$ cat config.mk
export PLATFORM = sky130hd
export DESIGN_NAME = instruction_fetch_unit_flat
export DESIGN_NICKNAME = d
export VERILOG_FILES = /design/src/rtl/instruction_fetch_unit_if.sv /design/src/rtl/instruction_fetch_unit.sv /design/src/flat_wrapper.sv
export SDC_FILE = /design/constraint.sdc
export NUM_CORES = 1
export LEC_CHECK = 0
export CAP_MARGIN = 20
export CORE_MARGIN = 4
export CORE_UTILIZATION = 35
export CTS_BUF_LIST = sky130_fd_sc_hd__clkbuf_8
export DETAILED_ROUTE_END_ITERATION = 6
export DONT_BUFFER_PORTS = 1
export GPL_TIMING_DRIVEN = 0
export SYNTH_ARGS = -nofsm -noshare
export SYNTH_HDL_FRONTEND = slang
export SYNTH_SLANG_ARGS = --single-unit
$ cat constraint.sdc
create_clock -name i_clk -period 5.9 [get_ports i_clk]
set_input_delay 0.295 -clock i_clk [delete_from_list [all_inputs] [get_ports i_clk]]
set_output_delay 0.295 -clock i_clk [all_outputs]
set_load 0.01 [all_outputs]
$ cat src/rtl/instruction_fetch_unit_if.sv
// Fetch-side bus of the instruction fetch unit: redirect inputs, ROM port and decode-facing outputs.
// Performance counter outputs exist only when IFU_PERF_CNT_EN is defined.
interface instruction_fetch_unit_if #(
  parameter int ADDR_WIDTH = 32,
  parameter int DATA_WIDTH = 32
);
  logic                  i_stall;
  logic                  i_branch_taken;
  logic [15:0]           i_branch_offset;
  logic                  i_jump;
  logic [25:0]           i_jump_index;
  logic                  i_jump_reg;
  logic [ADDR_WIDTH-1:0] i_jump_reg_addr;
  logic [ADDR_WIDTH-1:0] o_rom_addr;
  logic [DATA_WIDTH-1:0] i_rom_data;
  logic [DATA_WIDTH-1:0] o_instr;
  logic [ADDR_WIDTH-1:0] o_pc;
  logic [ADDR_WIDTH-1:0] o_pc_plus4;
  logic                  o_valid;
  logic                  o_fault;
`ifdef IFU_PERF_CNT_EN
  logic [31:0]           o_fetch_cnt;
  logic [31:0]           o_stall_cnt;
`endif

  // master = core/ROM side driving redirects, slave = the fetch unit itself
  modport master (
    output i_stall, i_branch_taken, i_branch_offset, i_jump, i_jump_index,
           i_jump_reg, i_jump_reg_addr, i_rom_data,
    input  o_rom_addr, o_instr, o_pc, o_pc_plus4, o_valid, o_fault
`ifdef IFU_PERF_CNT_EN
    , input o_fetch_cnt, o_stall_cnt
`endif
  );

  modport slave (
    input  i_stall, i_branch_taken, i_branch_offset, i_jump, i_jump_index,
           i_jump_reg, i_jump_reg_addr, i_rom_data,
    output o_rom_addr, o_instr, o_pc, o_pc_plus4, o_valid, o_fault
`ifdef IFU_PERF_CNT_EN
    , output o_fetch_cnt, o_stall_cnt
`endif
  );
endinterface

$ cat src/rtl/instruction_fetch_unit.sv
// PC register and next-PC select in front of a combinational, word-indexed instruction ROM.
// Optional fetch/stall counters are enabled by defining IFU_PERF_CNT_EN.
module instruction_fetch_unit #(
  parameter int                    ADDR_WIDTH     = 32,
  parameter int                    DATA_WIDTH     = 32,
  parameter int                    ROM_BLOCKS_NUM = 128,
  parameter logic [ADDR_WIDTH-1:0] RESET_PC       = '0
) (
  input  logic                     i_clk,
  input  logic                     i_rst_n,
  instruction_fetch_unit_if.slave  bus
);

  typedef enum logic [1:0] {BOOT, RUN, HALT} state_e;

  localparam logic [ADDR_WIDTH-1:0] MAX_IDX = ADDR_WIDTH'(ROM_BLOCKS_NUM - 1);

  state_e                state_q, state_d;
  logic [ADDR_WIDTH-1:0] pc_q, pc_d;
  logic [ADDR_WIDTH-1:0] pc_plus4;
  logic [ADDR_WIDTH-1:0] tgt;
  logic [ADDR_WIDTH-1:0] tgt_idx;
  logic                  jr_misaligned;
  logic                  out_of_range;

  assign pc_plus4 = pc_q + ADDR_WIDTH'(4);

  // Priority-ordered redirect; only JR can produce a non-word-aligned target.
  always_comb begin
    tgt           = pc_plus4;
    jr_misaligned = 1'b0;
    if (bus.i_jump_reg) begin
      tgt           = bus.i_jump_reg_addr;
      jr_misaligned = |bus.i_jump_reg_addr[1:0];
    end else if (bus.i_jump) begin
      tgt = {pc_plus4[ADDR_WIDTH-1:28], bus.i_jump_index, 2'b00};
    end else if (bus.i_branch_taken) begin
      tgt = pc_plus4 + {{(ADDR_WIDTH-18){bus.i_branch_offset[15]}}, bus.i_branch_offset, 2'b00};
    end
  end

  assign tgt_idx      = {2'b00, tgt[ADDR_WIDTH-1:2]};
  assign out_of_range = tgt_idx > MAX_IDX;

  always_comb begin
    state_d = state_q;
    pc_d    = pc_q;
    case (state_q)
      BOOT: state_d = RUN;
      RUN: begin
        if (!bus.i_stall) begin
          // Offending target is latched so it is visible on o_pc while halted.
          pc_d = tgt;
          if (jr_misaligned || out_of_range) state_d = HALT;
        end
      end
      HALT: ;
      default: state_d = BOOT;
    endcase
  end

  always_ff @(posedge i_clk or negedge i_rst_n) begin
    if (!i_rst_n) begin
      state_q <= BOOT;
      pc_q    <= RESET_PC;
    end else begin
      state_q <= state_d;
      pc_q    <= pc_d;
    end
  end

  assign bus.o_rom_addr = {2'b00, pc_q[ADDR_WIDTH-1:2]};
  assign bus.o_valid    = (state_q == RUN);
  assign bus.o_fault    = (state_q == HALT);
  assign bus.o_instr    = bus.o_valid ? bus.i_rom_data : '0;
  assign bus.o_pc       = pc_q;
  assign bus.o_pc_plus4 = pc_plus4;

`ifdef IFU_PERF_CNT_EN
  logic [31:0] fetch_cnt_q, stall_cnt_q;

  // Counters only move in RUN, so they freeze in BOOT and HALT; both saturate.
  always_ff @(posedge i_clk or negedge i_rst_n) begin
    if (!i_rst_n) begin
      fetch_cnt_q <= '0;
      stall_cnt_q <= '0;
    end else if (state_q == RUN) begin
      if (bus.i_stall) begin
        if (~&stall_cnt_q) stall_cnt_q <= stall_cnt_q + 32'd1;
      end else begin
        if (~&fetch_cnt_q) fetch_cnt_q <= fetch_cnt_q + 32'd1;
      end
    end
  end

  assign bus.o_fetch_cnt = fetch_cnt_q;
  assign bus.o_stall_cnt = stall_cnt_q;
`endif

endmodule

$ cat src/flat_wrapper.sv
// flat-port wrapper written by rule: the top's interface ports become plain ports
module instruction_fetch_unit_flat 
#(
  parameter int                    ADDR_WIDTH     = 32,
  parameter int                    DATA_WIDTH     = 32,
  parameter int                    ROM_BLOCKS_NUM = 128,
  parameter logic [ADDR_WIDTH-1:0] RESET_PC       = '0
)
  (i_clk, i_rst_n, bus_i_stall, bus_i_branch_taken, bus_i_branch_offset, bus_i_jump, bus_i_jump_index, bus_i_jump_reg, bus_i_jump_reg_addr, bus_i_rom_data, bus_o_rom_addr, bus_o_instr, bus_o_pc, bus_o_pc_plus4, bus_o_valid, bus_o_fault);
  instruction_fetch_unit_if #(.ADDR_WIDTH(ADDR_WIDTH), .DATA_WIDTH(DATA_WIDTH)) bus_i ();
  input  logic i_clk;
  input  logic i_rst_n;
  input wire logic [$bits(bus_i.i_stall)-1:0] bus_i_stall;
  input wire logic [$bits(bus_i.i_branch_taken)-1:0] bus_i_branch_taken;
  input wire logic [$bits(bus_i.i_branch_offset)-1:0] bus_i_branch_offset;
  input wire logic [$bits(bus_i.i_jump)-1:0] bus_i_jump;
  input wire logic [$bits(bus_i.i_jump_index)-1:0] bus_i_jump_index;
  input wire logic [$bits(bus_i.i_jump_reg)-1:0] bus_i_jump_reg;
  input wire logic [$bits(bus_i.i_jump_reg_addr)-1:0] bus_i_jump_reg_addr;
  input wire logic [$bits(bus_i.i_rom_data)-1:0] bus_i_rom_data;
  output wire logic [$bits(bus_i.o_rom_addr)-1:0] bus_o_rom_addr;
  output wire logic [$bits(bus_i.o_instr)-1:0] bus_o_instr;
  output wire logic [$bits(bus_i.o_pc)-1:0] bus_o_pc;
  output wire logic [$bits(bus_i.o_pc_plus4)-1:0] bus_o_pc_plus4;
  output wire logic [$bits(bus_i.o_valid)-1:0] bus_o_valid;
  output wire logic [$bits(bus_i.o_fault)-1:0] bus_o_fault;
  assign bus_i.i_stall = bus_i_stall;
  assign bus_i.i_branch_taken = bus_i_branch_taken;
  assign bus_i.i_branch_offset = bus_i_branch_offset;
  assign bus_i.i_jump = bus_i_jump;
  assign bus_i.i_jump_index = bus_i_jump_index;
  assign bus_i.i_jump_reg = bus_i_jump_reg;
  assign bus_i.i_jump_reg_addr = bus_i_jump_reg_addr;
  assign bus_i.i_rom_data = bus_i_rom_data;
  assign bus_o_rom_addr = bus_i.o_rom_addr;
  assign bus_o_instr = bus_i.o_instr;
  assign bus_o_pc = bus_i.o_pc;
  assign bus_o_pc_plus4 = bus_i.o_pc_plus4;
  assign bus_o_valid = bus_i.o_valid;
  assign bus_o_fault = bus_i.o_fault;
  instruction_fetch_unit #(.ADDR_WIDTH(ADDR_WIDTH), .DATA_WIDTH(DATA_WIDTH), .ROM_BLOCKS_NUM(ROM_BLOCKS_NUM), .RESET_PC(RESET_PC)) u_core (.i_clk(i_clk), .i_rst_n(i_rst_n), .bus(bus_i));
endmodule
### Word-level counts from Yosys, hierarchy flattened

Index checks and enable logic that the tools add are counted.
Widths: inputs -> output; s select.

* bits in registers: 34
* input bits: 112
* output and inout bits: 130

* add/sub/neg operators: 2
* magnitude comparators: 1
* equal/unequal tests: 4
* mux-type cells: 8
* bitwise operators: 2
* reduce and logical (&&, ||, !) cells: 5

Operator list (number)
* $mux 32: 4
* $add 32x3->32 const B: 1
* $add 32x32->32: 1
* $gt 30x7->1 const B: 1
* $pmux 2 s3: 1
* $mux 2: 2
* $ne 2x2->1 const B: 2
* $reduce_and 3->1: 1
* $eq 2x1->1 const B: 1
* $eq 2x2->1 const B: 1
* $logic_not 2->1: 1
* $not 1->1: 2
* $reduce_and 2->1: 1
* $reduce_or 2->1: 1
* $logic_or 1x1->1: 1
* $mux 1: 1

### Depth between registers and ports, before layout

* word-level depth: 10
* gate-level depth with buffers: 18
* gate-level depth less buffers: 17

### Worst setup path before layout

No wires, ideal clock.

* path kind: reg2reg
* start: register u_core.pc_q[4] (netlist: u_core.bus.o_pc[4])
* end: register u_core.state_q[0]
* library setup time: 0.127 ns
* arrival: 4.146 ns
* data required time: 5.773 ns
* path slack: 1.627 ns
* cell stages (with the launch flop): 17
* buffers on the path: 2
* period minus slack after synthesis: 4.273 ns
* cell sequence: dfrtp_1 > nand4_1 > buf_2 > nor4_4 > nand3_1 > xnor2_1 > ha_1 > clkbuf_1 > nand4_1 > or3_1 > or4b_2 > o22ai_1 > nor3_1 > and3_1 > and4_1 > nand2_1 > a31oi_1

* word-level cells in the longest chain between the ends: 9

RTL lines
* start: declaration: RTL line instruction_fetch_unit.sv:19 `logic [ADDR_WIDTH-1:0] pc_q, pc_d;`
* start signal: assignment: RTL line instruction_fetch_unit.sv:68 `pc_q <= pc_d;`
* $add 32x3->32 *: RTL line instruction_fetch_unit.sv:26 `assign pc_plus4 = pc_q + ADDR_WIDTH'(4);`
* net bus_o_pc_plus4[24]: RTL line flat_wrapper.sv:24 `output wire logic [$bits(bus_i.o_pc_plus4)-1:0] bus_o_pc_plus4;`
* $add 32x32->32: RTL line instruction_fetch_unit.sv:38 `tgt = pc_plus4 + {{(ADDR_WIDTH-18){bus.i_branch_offset[15]}}, bus.i_branch_offset, 2'b00};`
* $mux 32 *: RTL line instruction_fetch_unit.sv:37 `end else if (bus.i_branch_taken) begin`
* $mux 32 *: RTL line instruction_fetch_unit.sv:35 `end else if (bus.i_jump) begin`
* $mux 32 *: RTL line instruction_fetch_unit.sv:32 `if (bus.i_jump_reg) begin`
* $gt 30x7->1 *: RTL line instruction_fetch_unit.sv:43 `assign out_of_range = tgt_idx > MAX_IDX;`
* $logic_or 1x1->1 *: RTL line instruction_fetch_unit.sv:54 `if (jr_misaligned || out_of_range) state_d = HALT;`
* $ne 2x2->1 (no line) *
* $reduce_and 3->1 (no line) *
* end signal: assignment: RTL line instruction_fetch_unit.sv:67 `state_q <= state_d;`
* end: declaration: RTL line instruction_fetch_unit.sv:18 `state_e state_q, state_d;`

The timed path passes the listed nets; every way through them passes the cells marked *.
A chain may end at the register's enable or synchronous reset.

### Final worst setup path

* start: register u_core.pc_q[4] (netlist: u_core.bus.o_pc[4])
* end: register u_core.state_q[1]

The elaborated chain is that of the path after synthesis.

==> metrics.txt <==
Setup Skew=0.00791 ns; post-synthesis sequential area ratio=0.157; Slew HR=0.172; r2r worst-path depth=16; clk_lat worst skew=0.29 ns; status=finished, final reports clean; Top-Level Pins=242; # DRC=0; WHS=0.171 ns; final instance area=roughly 5800 sq um; Sw Share=0.588; final period utilization=0.946; Post-synth EDFFs=0; Leak=2.41 nW; critical path arrival=5.76 ns; Reg area=851 sq um; maximum clock rate=0.179 GHz; share of power burned in the clock network=0.068; Worst VDD drop=231 uV; antenna-violating nets left=0; Die X=132 microns; GRT Total Usage=0.252; Sequential Power Share=0.215; worst-case clock buffer depth=2; htree depth=2; Tmin final=5.58 ns; Slew Limit Fails=0; Logic pwr share=0.717; Min-Delay Path Class=in2reg; Clock Pin Slew Worst Setup and Hold Paths=0.07 ns; FF-to-FF Start=u_core.bus.o_pc[4]; pwr/cell area=514 nW/um^2; share of cells above drive strength 1=0.0820; Critical Path Sink Type=flip-flop; First DRT Iteration DRCs=619; area post-placement=5640 sq um; most common cell after layout, fill and taps aside=nand2_1; initial antenna violation count=0; Cells after Synth=757; crit-path max FO=10; Core ar.=15,100 sq um; Yosys cell types=78; CTS buffer count=5; Die Y=132 microns; commonest cells after routing, fill and taps aside=nand2_1, o21ai_0, nor2_1, a21oi_1, and2_1; hold endpoint=u_core.bus.o_pc[5]; CTS sink cnt=34; pin count of the biggest net entering global routing=35; Tot Pwr=2.98 mW; Clock Tree Root=clkbuf_8; Least-Margin Pin Slew=1.24 ns; PortBufs=0; Post-Syn Area=5400 sq um; Syn Area/Cell=between 7 and 8 sq um; Net Switching=1.75 mW; Inserted Diodes=0; final setup vio count=0; Placer Congestion=0.957; Area Overhead vs Synth=7.27%; vias per inst=6.36; drt wl/cell=24.5 microns; Fillers=1,643; Final #Nets=just over 900; drt pass-1 iters=5; number of global-route vias before repair=5,855; post-DP HPWL=19,300 microns; CP Launch Type=flip-flop; Die ar.=17,500 sq um; CP Class=reg2reg; Hold Path Stages=2; RSZ-0062 raised after global routing=no; Rows=45; cell internal pwr=~1.2 mW; Max Cap Viol=0; Worst Path Required=6.07 ns; Fin. Hold Viols=0; register bit total from synthesis=34; R2R Path End=u_core.state_q[1]; Reg2Reg Setup Slack=0.32 ns; drt total wl=23,400 microns; area of the multi-input gates=4060 sq um; prevailing post-synth register cell=dfrtp_1; Initial Util=0.357; global-route wire length before repair=35,000 microns; setup TNS=0 ns; Hold Path Origin=bus_i_jump_reg_addr[5]; Synth Warn #=0; CTS tree=yes; post-synthesis async set-or-reset flop share=1.00; grt total ovfl=0; DR vias=6,080
==> registers in the layout, indices dropped and copies added, names as in the netlist <==
signal	flops
u_core.state_q	2
u_core.bus.o_pc	32
==> worst max-delay path by stage <==
stage | from | to | cells past startpoint
after global routing | u_core.bus.o_pc[4] | u_core.state_q[1] | 16
final | u_core.bus.o_pc[4] | u_core.state_q[1] | 16
after detailed placement | u_core.bus.o_pc[10] | u_core.state_q[1] | 16
after floorplan | u_core.bus.o_pc[4] | u_core.state_q[0] | 16
after global placement | u_core.bus.o_pc[9] | u_core.state_q[1] | 16
after CTS | u_core.bus.o_pc[10] | u_core.state_q[1] | 16
==> logic make-up after synthesis <==
kind of cell / share of synthesized area
and+or+nand+nor: 0.301
AOI/OAI and AO/OA: 0.294
buffers and inverters: 0.0938
adders and majority gates: 0.0801
DFF: 0.157
xor gates and xnor gates: 0.0516
muxes: 0.0213
other: 0.000694
==> critical path: stages, from the launching register on <==
cell,delay (ns)
dfrtp_1,0.56
nand4_1,0.26
buf_2,0.27
nor4_4,0.68
nand3_1,0.17
xnor2_1,0.55
ha_1,0.44
nand4_1,0.22
or3_1,0.19
a211oi_1,0.09
or3_1,0.40
o311ai_1,0.42
o311ai_0,0.22
nor4b_1,0.46
and4_1,0.25
nand2_1,0.09
a21o_1,0.19
==> through the flow <==
step	util	worst slack, ns	instances
4_1_cts	0.382	0.288	956
5_1_grt	0.383	0.0277	956
2_1_floorplan	-	1.63	758
3_5_place_dp	0.372	0.316	946
3_3_place_gp	0.372	0.380	946
6_report	0.383	0.316	956
==> power groups by stage <==
stage / clock [mW] / combinational, mW / sequential, mW
after floorplan: 0 / 1.62 / 0.545
after global placement: 0 / 2.08 / 0.645
after detailed placement: 0 / 2.09 / 0.645
after CTS: 0.207 / 2.11 / 0.641
after global routing: 0.217 / 2.35 / 0.662
final: 0.204 / 2.14 / 0.639
==> metal layers <==
layer  share of wire  track usage  up-vias  routed length [microns]
li1                -            -     2808                        -
met1            0.40        0.326     2862                     9480
met2            0.44        0.395      367                    10200
met3            0.13       0.0958       43                     3040
met4           0.028       0.0664        0                      665
met5               0            0        -                        0
==> area by class of cell <==
cell class              instances  area share
multi-input cells             624       0.701
flip-flops and latches         34       0.147
plain buffers                  77      0.0725
well taps                     188      0.0406
clock buffers                   8      0.0190
inverters                      23      0.0149
repair buffers                  2     0.00518
==> Yosys cell counts (all sizes together), types with 7 or more instances <==
| cell | n | area share |
|---|---|---|
| and3 | 9 | 0.010 |
| mux2i | 7 | 0.013 |
| nand4 | 14 | 0.019 |
| clkbuf | 39 | 0.027 |
| a31oi | 14 | 0.016 |
| o21a | 9 | 0.013 |
| buf | 38 | 0.051 |
| xor2 | 13 | 0.021 |
| a21o | 14 | 0.019 |
| a211oi | 11 | 0.016 |
| a311oi | 7 | 0.011 |
| nand2b | 9 | 0.010 |
| o211ai | 7 | 0.0097 |
| o22ai | 12 | 0.014 |
| a21oi | 43 | 0.040 |
| dfrtp | 34 | 0.16 |
| nand3 | 31 | 0.029 |
| ha | 33 | 0.076 |
| nor2 | 43 | 0.030 |
| xnor2 | 18 | 0.031 |
| nand2 | 96 | 0.067 |
| o31ai | 10 | 0.014 |
| inv | 21 | 0.015 |
| or3 | 15 | 0.017 |
| nor3 | 24 | 0.022 |
| o21ai | 46 | 0.043 |
| and2 | 40 | 0.046 |
| and4 | 9 | 0.015 |
==> timing repair <==
item	in CTS	in global routing
resized for setup	0	2
hold buffers	2	0
setup endpoints to repair	0	1
endpoints found under the hold margin	34	0
buffers inserted	0	0
Power figures use the tool's default switching activity.
